File: src/rtl/ahb_apb_pkg.sv
// Shared types and address-decode constants for the AHB-to-APB bridge core.
package ahb_apb_pkg;

    typedef enum logic [1:0] {
        HTRANS_IDLE   = 2'b00,
        HTRANS_BUSY   = 2'b01,
        HTRANS_NONSEQ = 2'b10,
        HTRANS_SEQ    = 2'b11
    } htrans_e;

    typedef enum logic [2:0] {
        ST_IDLE,
        ST_WWAIT,
        ST_SETUP,
        ST_ACCESS,
        ST_ERR1,
        ST_ERR2
    } apb_state_e;

    localparam logic [1:0] HRESP_OKAY  = 2'b00;
    localparam logic [1:0] HRESP_ERROR = 2'b01;

    // Peripheral select comes from the top six address bits.
    localparam int unsigned DEC_MSB = 31;
    localparam int unsigned DEC_LSB = 26;
    localparam int unsigned DEC_W   = DEC_MSB - DEC_LSB + 1;

    localparam int unsigned MAX_SLV = 4;
    localparam logic [31:0] SLV_BASE [MAX_SLV] = '{
        32'h8000_0000,
        32'h8400_0000,
        32'h8800_0000,
        32'h8C00_0000
    };

endpackage

File: src/rtl/apb_addr_decoder.sv
// Combinational peripheral decode: address field to in_range flag and one-hot select.
module apb_addr_decoder
    import ahb_apb_pkg::*;
#(
    parameter int unsigned NSLV = 4
) (
    input  logic [DEC_W-1:0] dec_field,
    output logic             in_range,
    output logic [NSLV-1:0]  sel
);

    always_comb begin
        sel = '0;
        for (int i = 0; i < int'(NSLV); i++) begin
            sel[i] = (dec_field == SLV_BASE[i][DEC_MSB:DEC_LSB]);
        end
        in_range = |sel;
    end

endmodule

File: src/rtl/apb_fsm_controller.sv
// AHB-to-APB bridge core: one outstanding transfer, pipelined through ACCESS.
// Define APB_ERR_RESP_EN to answer out-of-range transfers with a two-cycle ERROR.
module apb_fsm_controller
    import ahb_apb_pkg::*;
#(
    parameter int unsigned ADDR_W = 32,
    parameter int unsigned DATA_W = 32,
    parameter int unsigned NSLV   = 4
) (
    input  logic              clk,
    input  logic              Hresetn,
    input  logic [1:0]        Htrans,
    input  logic [ADDR_W-1:0] Haddr,
    input  logic [DATA_W-1:0] Hwdata,
    input  logic              Hwrite,
    input  logic              Hreadyin,
    input  logic [2:0]        Hburst,
    input  logic [2:0]        Hsize,
    input  logic [DATA_W-1:0] Prdata,
    output logic              Hreadyout,
    output logic [DATA_W-1:0] Hrdata,
    output logic [1:0]        Hresp,
    output logic [ADDR_W-1:0] Paddr,
    output logic [DATA_W-1:0] Pwdata,
    output logic [NSLV-1:0]   Pselx,
    output logic              Penable,
    output logic              Pwrite
);

    apb_state_e        state;
    logic [ADDR_W-1:0] addr_q;
    logic [NSLV-1:0]   sel_q;

    logic              in_range;
    logic [NSLV-1:0]   dec_sel;
    logic              xfer_type;
    logic              accept_rd;
    logic              accept_wr;
    logic              accept_err;

    logic unused_inputs;
    assign unused_inputs = ^{Hburst, Hsize};

    apb_addr_decoder #(
        .NSLV (NSLV)
    ) u_decoder (
        .dec_field (Haddr[DEC_MSB:DEC_LSB]),
        .in_range  (in_range),
        .sel       (dec_sel)
    );

    // Hreadyout is high only in states that may take a new address phase.
    assign xfer_type  = Hreadyin & (htrans_e'(Htrans) inside {HTRANS_NONSEQ, HTRANS_SEQ});
    assign accept_rd  = Hreadyout & xfer_type & in_range & ~Hwrite;
    assign accept_wr  = Hreadyout & xfer_type & in_range & Hwrite;
    assign accept_err = Hreadyout & xfer_type & ~in_range;

    always_ff @(posedge clk or negedge Hresetn) begin
        if (!Hresetn) begin
            state     <= ST_IDLE;
            addr_q    <= '0;
            sel_q     <= '0;
            Hreadyout <= 1'b1;
            Hresp     <= HRESP_OKAY;
            Paddr     <= '0;
            Pwdata    <= '0;
            Pselx     <= '0;
            Penable   <= 1'b0;
            Pwrite    <= 1'b0;
        end else begin
            case (state)
                ST_IDLE, ST_ACCESS, ST_ERR2: begin
                    Penable <= 1'b0;
                    if (accept_rd) begin
                        // Reads go straight to SETUP, so APB address is driven now.
                        state     <= ST_SETUP;
                        addr_q    <= Haddr;
                        sel_q     <= dec_sel;
                        Paddr     <= Haddr;
                        Pwrite    <= 1'b0;
                        Pselx     <= dec_sel;
                        Hreadyout <= 1'b0;
                        Hresp     <= HRESP_OKAY;
                    end else if (accept_wr) begin
                        state     <= ST_WWAIT;
                        addr_q    <= Haddr;
                        sel_q     <= dec_sel;
                        Pselx     <= '0;
                        Hreadyout <= 1'b0;
                        Hresp     <= HRESP_OKAY;
`ifdef APB_ERR_RESP_EN
                    end else if (accept_err) begin
                        state     <= ST_ERR1;
                        Pselx     <= '0;
                        Hreadyout <= 1'b0;
                        Hresp     <= HRESP_ERROR;
`endif
                    end else begin
                        state     <= ST_IDLE;
                        Pselx     <= '0;
                        Hreadyout <= 1'b1;
                        Hresp     <= HRESP_OKAY;
                    end
                end
                ST_WWAIT: begin
                    state     <= ST_SETUP;
                    Pwdata    <= Hwdata;
                    Paddr     <= addr_q;
                    Pwrite    <= 1'b1;
                    Pselx     <= sel_q;
                    Penable   <= 1'b0;
                    Hreadyout <= 1'b0;
                end
                ST_SETUP: begin
                    state     <= ST_ACCESS;
                    Penable   <= 1'b1;
                    Hreadyout <= 1'b1;
                end
`ifdef APB_ERR_RESP_EN
                ST_ERR1: begin
                    state     <= ST_ERR2;
                    Hreadyout <= 1'b1;
                    Hresp     <= HRESP_ERROR;
                end
`endif
                default: begin
                    state     <= ST_IDLE;
                    Pselx     <= '0;
                    Penable   <= 1'b0;
                    Hreadyout <= 1'b1;
                    Hresp     <= HRESP_OKAY;
                end
            endcase
        end
    end

    // Combinational so read data lines up with the cycle Hreadyout is high.
    always_comb begin
        Hrdata = '0;
        if (state == ST_ACCESS && !Pwrite) begin
            Hrdata = Prdata;
        end
    end

endmodule

File: config.mk
export PLATFORM = sky130hd
export DESIGN_NAME = apb_fsm_controller
export DESIGN_NICKNAME = d
export VERILOG_FILES = /design/src/rtl/ahb_apb_pkg.sv /design/src/rtl/apb_addr_decoder.sv /design/src/rtl/apb_fsm_controller.sv
export SDC_FILE = /design/constraint.sdc
export NUM_CORES = 1
export LEC_CHECK = 0
export CORE_UTILIZATION = 40
export CTS_CLUSTER_DIAMETER = 30
export DETAILED_ROUTE_END_ITERATION = 6
export PLACE_DENSITY = 0.75
export SYNTH_ARGS = -nofsm -noshare
export SYNTH_HDL_FRONTEND = slang
export SYNTH_SLANG_ARGS = --single-unit
File: constraint.sdc
create_clock -name clk -period 1.8 [get_ports clk]
set_input_delay 0.54 -clock clk [delete_from_list [all_inputs] [get_ports clk]]
set_output_delay 0.54 -clock clk [all_outputs]
set_load 0.03 [all_outputs]
==> flow_summary.json <==
{
  "critPathArrivalTime_ns": 1.56,
  "rsz0062_at_grt": "yes",
  "wire_per_inst_um": 19.6,
  "synth_most_common_cell": "dfrtp_1",
  "synth_area_um2": 5440,
  "first_global_vias": 4938,
  "synth_top_area_cell": "dfrtp_1",
  "synth-edff-count": 0,
  "fin_skew_ns": 0.00813,
  "dp_slack_ns": -0.410,
  "cts.sinks": 109,
  "ys.warnings.count": 0,
  "drt.antenna.violating_nets": 0,
  "hold_path.class": "primary input to async pin",
  "ff_latch_area_um2": 2730,
  "syn_area_per_cell_um2": 12.0,
  "htreeDepth": 3,
  "first_pass_iters": 4,
  "cp-start-kind": "register",
  "cts_tree": "yes",
  "finalSetupTns_ns": -8.77,
  "antenna_found_initial": 0,
  "cp.required_ns": 1.26,
  "cts.clk_slew.worst_paths_ns": 0.07,
  "drv_cap": 0,
  "fin_ws_ns": -0.305,
  "groute.usage.overall": 0.241,
  "synth_top_family_by_area": "multiplexers",
  "drcViolationCount": 0,
  "power.total_mw": 13.7,
  "die_y_um": 119,
  "initialDrtViolationCount": 151,
  "area_delta_synth_final_pct": 60.6,
  "num_rows": 42,
  "start_util": 0.411,
  "die-area_um2": 14100,
  "violations": "setup timing",
  "cts-root-buf": "clkbuf_16",
  "worstSetupEndpointType": "primary output",
  "synth.area.top_cells": "dfrtp_1, mux2_2, mux2i_1",
  "status": "finished with violations",
  "finalMaxSlewViolations": 0,
  "synth_xor_xnor_area_share": 0,
  "synth-seq-cells": 109,
  "fin_util": 0.660,
  "ir_drop_mv": 0.792,
  "globalplace.congestion": 0.786,
  "multi_input_area_um2": 2700,
  "num_antenna_cells": 0,
  "grt_pass1_wl_mm": 26.2,
  "yosys-mux-area-fraction": 0.257,
  "avgViaCountPerCell": 5.44,
  "vias": 4697,
  "power_per_cell_area_nw_per_um2": 1570,
  "dieWidth_um": 119,
  "io_pins": 213,
  "synth_ff_type": "dfrtp_1",
  "yosys.area_share.simple": 0.132,
  "synth_fa_ha_area_frac": 0.00920,
  "core_um2": 13200,
  "nets": 795,
  "fin_crit_ns": 2.10,
  "dp_hpwl_mm": 11.0,
  "n_fill_cell": 1009,
  "async_reset_ff_frac": 1.00,
  "grt_overflow_total": 0,
  "yosysUniqueCellTypes": 28,
  "synth_seq_area_share": 0.501,
  "synth_top_area_frac": 0.497,
  "leakage_nw": 3.89,
  "synth_common_cells": "dfrtp_1, mux2_2, nand2_1",
  "cp_max_fo": 16,
  "setup_viol": 32,
  "fmax_ghz": 0.475,
  "insertion_delay_ns": 0.36,
  "grt_start_max_net_pins": 48,
  "critPathKind": "register to primary output",
  "synth-compound-area-share": 0.0618,
  "final-hold-violation-count": 0,
  "numCtsBuffers": 9,
  "drt-total-wl_mm": 17.0,
  "cts_buffer_depth": 2,
  "io_buffers": 203,
  "syn_inst": 454,
  "drive_above_1_share": 0.352,
  "min_period_over_period": 1.17
}
power breakdown:
| group | internal [mW] | switching (mW) | total, mW |
|---|---|---|---|
| logic | 3.66 | 4.09 | 7.76 |
| registers | 3.41 | 0.560 | 3.97 |
| clock network | 1.12 | 0.902 | 2.02 |
| total | 8.19 | 5.55 | 13.7 |
metrics by stage:
step	cells	hold slack, ns	cell area (um2)
2_1_floorplan	455	0.244	5500
3_3_place_gp	826	0.446	7860
3_5_place_dp	826	0.454	7860
4_1_cts	853	0.0706	8500
5_1_grt	864	0.0901	8740
6_report	864	0.0713	8740
state kept, by name, summed over array words and instances (netlist names):
signal,cells
Pwdata,32
Penable,1
Hreadyout,1
Pwrite,1
sel_q,4
addr_q,32
state,2
Pselx,4
Paddr,32
path summary, 6_finish.rpt:
kind	start	to	slack, ns	cells after the start
setup / recovery	state[1]	Hrdata[14]	-0.30	5
setup reg to reg	state[0]	addr_q[27]	0.03	8
hold / removal	Hresetn	Pwdata[15]	0.07	1
hold reg to reg	Pselx[2]	Pselx[2]	0.50	2
min in group clk	Pselx[2]	Pselx[2]	0.50	2
max in group asynchronous	Hresetn	Hreadyout	1.14	2
critical path: stages, from the launching register on:
cell and delay (ns):
dfrtp_1 0.39, ha_2 0.19, nor2b_4 0.14, clkbuf_16 0.16, and2_2 0.19, buf_6 0.13
placed cells by master (no fill, tap or decap), types with 3 or more instances in the layout:
| master | instances |
|---|---|
| and2_1 | 6 |
| and2_2 | 13 |
| and2_4 | 18 |
| buf_12 | 12 |
| buf_4 | 35 |
| buf_6 | 36 |
| bufbuf_16 | 3 |
| clkbuf_16 | 14 |
| clkdlybuf4s50_1 | 94 |
| clkinv_2 | 3 |
| dfrtp_1 | 108 |
| dlygate4sd2_1 | 70 |
| inv_1 | 3 |
| mux2_1 | 11 |
| mux2_2 | 71 |
| mux2_4 | 11 |
| mux2i_1 | 35 |
| nand2_1 | 40 |
| nand2b_1 | 5 |
| nand4_1 | 33 |
| o221ai_1 | 30 |
| o221ai_2 | 5 |
cells by family after synthesis:
| logic type | count (synthesis) |
|---|---|
| and+or+nand+nor | 126 |
| AOI/OAI and AO/OA | 38 |
| buffers and inverters | 48 |
| other | 1 |
| adders and majority gates | 4 |
| muxes | 128 |
| DFF | 109 |
metal layers:
layer	share of wire	vias up	GRT usage	wire length [um]
met5	0	-	0	0
met4	0.017	0	0.0625	284
met3	0.066	26	0.0666	1110
met2	0.53	192	0.442	8910
met1	0.39	2360	0.272	6660
li1	-	2119	-	-
final cells by class:
cell class	instances	area share
timing repair buffer	260	0.317
sequential	109	0.312
clock buffer	10	0.0273
tap	176	0.0252
clock inverter	6	0.00702
multi-input combinational	298	0.309
inverter	5	0.00215
what timing repair did:
| item | CTS | global route |
|---|---|---|
| cloned | 6 | 4 |
| setup endpoints to repair | 128 | 83 |
| hold buffers | 0 | 0 |
| pin swaps | 4 | 6 |
| buffers inserted | 5 | 7 |
| endpoints found under the hold margin | 0 | 0 |
| resized for setup | 131 | 33 |
(Power assumes the default switching activity.)
